File: src/rtl/sr_pulse_ctrl.sv
// Front end for a NOR SR latch: turns raw bouncy set/clear requests into clean, exclusive s/r pulses.
// Define SR_SHADOW_EN to add q_shadow, a registered model of the latch state.
module sr_pulse_ctrl #(
  parameter int DB_CYCLES = 4,
  parameter int PULSE_W   = 2,
  parameter int CNT_W     = 8
) (
  input  logic clk,
  input  logic rst_n,
  input  logic set_in,
  input  logic clr_in,
  output logic s,
  output logic r,
  output logic busy,
`ifdef SR_SHADOW_EN
  output logic conflict,
  output logic q_shadow
`else
  output logic conflict
`endif
);

  localparam logic [CNT_W-1:0] DB_LAST = CNT_W'(DB_CYCLES - 1);
  localparam logic [CNT_W-1:0] PW_LAST = CNT_W'(PULSE_W - 1);
  localparam logic [CNT_W-1:0] PW_PEN  = CNT_W'(PULSE_W - 2);

  typedef enum logic [1:0] {IDLE, SET_P, CLR_P, GAP} state_t;

  state_t           state;
  logic [1:0]       raw;
  logic [1:0]       sync_p0;
  logic [1:0]       sync_p1;
  logic [1:0]       db_lvl;
  logic [1:0]       ev;
  logic [1:0]       pend;
  logic [1:0]       take;
  logic [CNT_W-1:0] db_cnt [2];
  logic [CNT_W-1:0] pw_cnt;

  // Bit 0 is the set path, bit 1 the clear path throughout.
  assign raw = {clr_in, set_in};

  // An event fires on the same edge the debounced level rises, so the FSM sees it as pending one edge later.
  always_comb begin
    ev   = 2'b00;
    take = 2'b00;
    for (int i = 0; i < 2; i++) begin
      ev[i] = sync_p1[i] & ~db_lvl[i] & (db_cnt[i] == DB_LAST);
    end
    if (state == IDLE) begin
      take = pend;
    end
  end

  // Stage p0/p1: synchronizer, then debounce and pending capture
  always_ff @(posedge clk or negedge rst_n) begin
    if (!rst_n) begin
      sync_p0   <= 2'b00;
      sync_p1   <= 2'b00;
      db_lvl    <= 2'b00;
      pend      <= 2'b00;
      db_cnt[0] <= '0;
      db_cnt[1] <= '0;
    end else begin
      sync_p0 <= raw;
      sync_p1 <= sync_p0;
      for (int i = 0; i < 2; i++) begin
        if (sync_p1[i] != db_lvl[i]) begin
          if (db_cnt[i] == DB_LAST) begin
            db_lvl[i] <= sync_p1[i];
            db_cnt[i] <= '0;
          end else begin
            db_cnt[i] <= db_cnt[i] + 1'b1;
          end
        end else begin
          db_cnt[i] <= '0;
        end
      end
      pend <= (pend & ~take) | ev;
    end
  end

  // Stage p2: pulse sequencer with registered outputs
  always_ff @(posedge clk or negedge rst_n) begin
    if (!rst_n) begin
      state    <= IDLE;
      s        <= 1'b0;
      r        <= 1'b0;
      busy     <= 1'b0;
      conflict <= 1'b0;
      pw_cnt   <= '0;
`ifdef SR_SHADOW_EN
      q_shadow <= 1'b0;
`endif
    end else begin
      conflict <= 1'b0;
      case (state)
        IDLE: begin
          pw_cnt <= '0;
          case (pend)
            2'b11: conflict <= 1'b1;
            2'b01: begin
              state <= SET_P;
              s     <= 1'b1;
              busy  <= 1'b1;
`ifdef SR_SHADOW_EN
              if (PULSE_W == 1) q_shadow <= 1'b1;
`endif
            end
            2'b10: begin
              state <= CLR_P;
              r     <= 1'b1;
              busy  <= 1'b1;
`ifdef SR_SHADOW_EN
              if (PULSE_W == 1) q_shadow <= 1'b0;
`endif
            end
            default: ;
          endcase
        end
        SET_P: begin
          if (pw_cnt == PW_LAST) begin
            state <= GAP;
            s     <= 1'b0;
          end else begin
            pw_cnt <= pw_cnt + 1'b1;
`ifdef SR_SHADOW_EN
            if (pw_cnt == PW_PEN) q_shadow <= 1'b1;
`endif
          end
        end
        CLR_P: begin
          if (pw_cnt == PW_LAST) begin
            state <= GAP;
            r     <= 1'b0;
          end else begin
            pw_cnt <= pw_cnt + 1'b1;
`ifdef SR_SHADOW_EN
            if (pw_cnt == PW_PEN) q_shadow <= 1'b0;
`endif
          end
        end
        GAP: begin
          state <= IDLE;
          busy  <= 1'b0;
        end
        default: state <= IDLE;
      endcase
    end
  end

endmodule

File: config.mk
export PLATFORM = sky130hd
export DESIGN_NAME = sr_pulse_ctrl
export DESIGN_NICKNAME = d
export VERILOG_FILES = /design/src/rtl/sr_pulse_ctrl.sv
export SDC_FILE = /design/constraint.sdc
export NUM_CORES = 1
export LEC_CHECK = 0
export BUFFER_PORTS_ARGS = -buffer_cell sky130_fd_sc_hd__buf_2
export CORE_UTILIZATION = 55
export CTS_BUF_LIST = sky130_fd_sc_hd__clkbuf_8 sky130_fd_sc_hd__clkbuf_16
export CTS_CLUSTER_DIAMETER = 100
export DETAILED_ROUTE_END_ITERATION = 6
export GPL_TIMING_DRIVEN = 1
export HOLD_SLACK_MARGIN = 0.06
export PLACE_DENSITY_LB_ADDON = 0.25
export SLEW_MARGIN = 20
export SYNTH_ARGS = -nofsm -noshare
export SYNTH_HDL_FRONTEND = slang
export SYNTH_SLANG_ARGS = --single-unit
File: constraint.sdc
create_clock -name clk -period 2.32 [get_ports clk]
set_input_delay 0.116 -clock clk [delete_from_list [all_inputs] [get_ports clk]]
set_output_delay 0.116 -clock clk [all_outputs]
set_load 0.01 [all_outputs]
-- Yosys cells after proc, flatten, opt, wreduce, memory -nomap -nowiden
Cells that the tools add are included.
- register bits: 38
- bits of input ports: 4
- output and inout port bits: 4
- word-level logic and storage cells: 77
- $add $sub $neg: 3
- equality and inequality tests: 19
- multiplexer cells: 19
- bitwise gates (word level): 9
- reduce and logical (&&, ||, !) cells: 14
- operators with widths (cell ; count):
    $mux W8 ; 5
    $add A8 B1 Y8 const B ; 3
    $eq A8 B2 Y1 const B ; 2
    $pmux W8 S2 ; 1
    $reduce_and A2 Y1 ; 5
    $eq A2 B2 Y1 const B ; 4
    $eq A8 B1 Y1 const B ; 1
    $ne A2 B2 Y1 const B ; 4
    $reduce_bool A2 Y1 ; 4
    $mux W1 ; 6
    $ne A2 B1 Y1 const B ; 3
    $pmux W1 S2 ; 3
    $pmux W2 S3 ; 1
    $reduce_and A3 Y1 ; 2
    $and A1 B1 Y1 ; 4
    $eq A2 B1 Y1 const B ; 2
    $mux W2 ; 2
    $pmux W2 S2 ; 1
    $reduce_or A2 Y1 ; 2
    $ne A3 B1 Y1 const B ; 1
    $and A2 B2 Y2 ; 1
    $logic_not A2 Y1 ; 1
    $ne A1 B1 Y1 ; 2
    $not A1 Y1 ; 2
    other kinds (2) ; 2

-- Logic depth before layout (Yosys ltp)
- depth in word-level cells: 5
- gate-level depth with buffers: 7

-- Least setup slack after synthesis
OpenSTA, ideal clock, no wires.
- path type: register to register
- from: register db_cnt[0] (netlist bit)
- to: register db_lvl[1]
- library setup time: 0.127 ns
- arrival: 1.641 ns
- setup slack: 0.552 ns
- cell stages (with the launch flop): 6
- buffers on the path: 0
- period minus slack after synthesis: 1.768 ns
- path through: dfrtp_1 ha_1 or4b_1 nor4_2 and2b_1 mux2_1
- word-level cells in the longest chain between the ends: 2
- ends and longest elaborated chain (what ; RTL line ; text):
    start: declaration ; 37 ; logic [CNT_W-1:0] db_cnt [2];
    start signal: indexed assignment ; 73 ; db_cnt[i] <= db_cnt[i] + 1'b1;
    $eq A8 B2 Y1 ; 69 ; if (db_cnt[i] == DB_LAST) begin
    $reduce_and A2 Y1 (no line) ; n/a ;
    end signal: indexed assignment ; 70 ; db_lvl[i] <= sync_p1[i];
    end: declaration ; 33 ; logic [1:0] db_lvl;
Every way passes these cells.
A chain may end at the register's enable or synchronous reset.

-- Worst setup path after layout
Same ends and word-level chain as after synthesis.

==> results.toml <==
[timing]
slew_viol_final = 0
max_freq_mhz = 528
finalSetupViolCount = 0
setup_tns_ns = 0
slew_headroom_pct = 46.6
min_period_ns = 1.89
finalHoldViolations = 0
worst_pin_slew_ns = 0.801
skew_ns = 0.00569
finalCritPeriodShare_pct = 81.6
rsz0062_at_grt = "false"

[routing]
finalWirelength_microns = 3060
detail_route.iter0.violations = 138
wire_per_inst_microns = 12.6
drc = 0
avgViaCountPerCell = 5.44
ant_nets = 0
drtPass1Iterations = 4
vias = 1322

[place]
hpwl_microns = 2220
io_buffers = 7
place.gp.congestion = 0.845
dp_cells = 232

[pwr]
vdd_drop_max_mv = 0.717
p_per_area_nw_per_um2 = 1100
power.leakage_nw = 0.988

[layout]
fin_cells = 243
antenna_cells = 0
nFillCells = 248
num-nets-final = 217
synthToLayoutAreaGrowth_pct = 10.7
layout-drive-gt1-share_pct = 10.1

[clock_tree]
cts.sinks = 38
clk_latency_ns = 0.28
ctsRootBufferMaster = "clkbuf_8"
htree_num_levels = 2
postCtsSetupBuffers = 0
clk_pin_slew_worst_paths_ns = 0.07
cts_buffer_depth = 2
cts-buffers-inserted = 5
cts_tree = "built"

[worst_setup_path]
critPathCaptureType = "flip-flop"
crit_type = "reg -> reg"
critPathMaxFanout = 6
startpoint = "db_cnt[0]"
worst_ep_arrival_time_ns = 2.06
cp-start-kind = "flip-flop"
r2r_start = "db_cnt[0]"
required_ns = 2.49

[global_routing]
track_usage_pct = 20.5
overflow = 0
antenna_found_initial = 0
grt_pass1_vias = 1278
grt_max_degree = 39
grt_pass1_wl_microns = 5460

[worst_hold_path]
min_from = "sync_p0[0]"
hold_path.class = "reg -> reg"

[synthesis]
ys.flop_type = "dfrtp_1"
yosys_warnings = 0
synth_seq_cells = 38
synth_cells = 184
netlist_area_sq_um = 1870
synth_edf_count = 0
async_flop_share_pct = 100
syn-num-nets = 203
yosysUniqueCellTypes = 34
yosysSeqAreaShare_pct = 50.9
avgSynthCellArea_sq_um = 10.2

[run_status]
outcome = "finished, final reports clean"

[floorplan]
ioPinCount = 8
row_count = 20
die-height_microns = 60.3
dieArea_sq_um = 3630
core_sq_um = 3130
die_w_microns = 60.3
initial_core_util_pct = 59.7

[job]
maxCapViolations = 0
[logic make-up (layout without fill, tap and decap cells)]
kind of cell | count (synthesis) | after routing | synth area share [%]
AND/OR/NAND/NOR | 68 | 68 | 18.2
buffers and inverters | 16 | 31 | 3.42
AO/OA/AOI/OAI | 32 | 32 | 10.0
XOR/XNOR | 12 | 12 | 5.63
flip-flops | 38 | 38 | 50.9
multiplexers | 3 | 3 | 1.74
adder cells (fa/ha/maj) | 15 | 15 | 10.0
[Yosys cell counts, types with 2 or more instances]
library cell,n,share of area [%]
or2_2,2,0.67
o31ai_1,3,1.2
dfrtp_1,38,51
nor3_1,2,0.54
clkbuf_1,2,0.40
o22ai_1,3,1.0
and2_1,2,0.67
and3_1,5,1.7
nor2b_1,2,0.67
nor2_1,22,4.4
nand2_1,9,1.8
o21ai_0,11,2.9
xnor2_1,2,0.94
ha_1,15,10
a21oi_1,10,2.7
inv_1,13,2.6
nand3_1,17,4.6
xor2_1,10,4.7
[per-layer routing]
layer	part of all wire [%]	vias to the layer above	track usage (%)	wire length (microns)
met5	0	-	0	0
met1	45	636	23.7	1380
li1	-	655	-	-
met3	3.0	9	4.55	93
met4	1.8	0	8.97	54
met2	50	22	35.9	1540
[final timing paths]
kind,end,slack (ns),cells past startpoint
max in group asynchronous,db_cnt[4],1.36,2
worst max-delay path,db_lvl[1],0.43,5
worst min-delay path,sync_p1[0],0.35,0
min in group asynchronous,r,0.46,2
worst min register to register,sync_p1[0],0.35,0
worst max register to register,db_lvl[1],0.43,5
[state kept, by name, indices dropped and copies added, names as in the netlist]
name,flops
state,2
pw_cnt,8
s,1
pend,2
r,1
sync_p0,2
db_lvl,2
busy,1
db_cnt,16
conflict,1
sync_p1,2
[through the flow]
stage	total power, mW	utilization (%)	cell area, sq um	worst slack, ns	hold slack [ns]
CTS	2.28	66.1	2070	0.417	0.353
detailed placement	1.82	62.1	1940	0.425	0.225
global placement	1.75	62.1	1940	0.509	0.224
finish	2.27	66.1	2070	0.426	0.351
global route	2.46	66.1	2070	0.303	0.376
floorplan	1.60	-	1870	0.552	-0.180
[cell usage in the layout, fill, tap and decap left out]
cell type | Yosys | final
o41ai_1 | 1 | 1
a31oi_1 | 1 | 1
o31ai_1 | 3 | 3
and2_1 | 2 | 2
mux2_1 | 1 | 1
dfrtp_1 | 38 | 38
nor3_1 | 2 | 2
o22ai_1 | 3 | 3
inv_1 | 13 | 13
xnor2_1 | 2 | 2
clkbuf_8 | 0 | 6
a21oi_1 | 10 | 10
nor4_1 | 1 | 1
mux2_2 | 1 | 1
xor2_1 | 10 | 10
clkinv_2 | 0 | 1
nand2_1 | 9 | 9
nor4_2 | 1 | 1
and2b_1 | 1 | 1
nand3_1 | 17 | 17
or2_2 | 2 | 2
nor4b_1 | 1 | 1
ha_1 | 15 | 15
o211ai_1 | 1 | 1
mux2i_1 | 1 | 1
o221a_2 | 1 | 1
or4b_1 | 1 | 1
dlygate4sd3_1 | 0 | 3
and3_1 | 5 | 5
buf_2 | 0 | 7
nand2b_1 | 1 | 1
and4_1 | 1 | 1
a21o_1 | 1 | 1
nor2_1 | 22 | 22
o21ai_0 | 11 | 11
nor2b_1 | 2 | 2
clkinvlp_4 | 0 | 1
[final cells by class]
type | instances | area (sq um) | area share, %
well taps | 44 | 55.1 | 2.66
inverters | 13 | 48.8 | 2.36
repair buffers | 10 | 65.1 | 3.15
clock buffers | 6 | 82.6 | 3.99
multi-input cells | 130 | 853 | 41.3
flip-flops and latches | 38 | 951 | 46.0
clock inverters | 2 | 12.5 | 0.605
[what timing repair did]
action,4_1_cts,5_1_grt
resized for setup,0,0
hold buffers,3,0
hold endpoints to repair,40,0
endpoints found under the setup margin,0,0
[where the power goes]
part / switching, mW / internal [mW]
combinational: 0.534 / 0.336
sequential: 0.148 / 0.804
clock: 0.213 / 0.238
[worst max-delay path, cell delays in order (launching register included)]
cell and delay, ns:
dfrtp_1 0.43, ha_1 0.20, or4b_1 0.46, nor4_2 0.22
and2b_1 0.17, mux2_1 0.31
No activity file was read; power rests on OpenSTA's default activity.
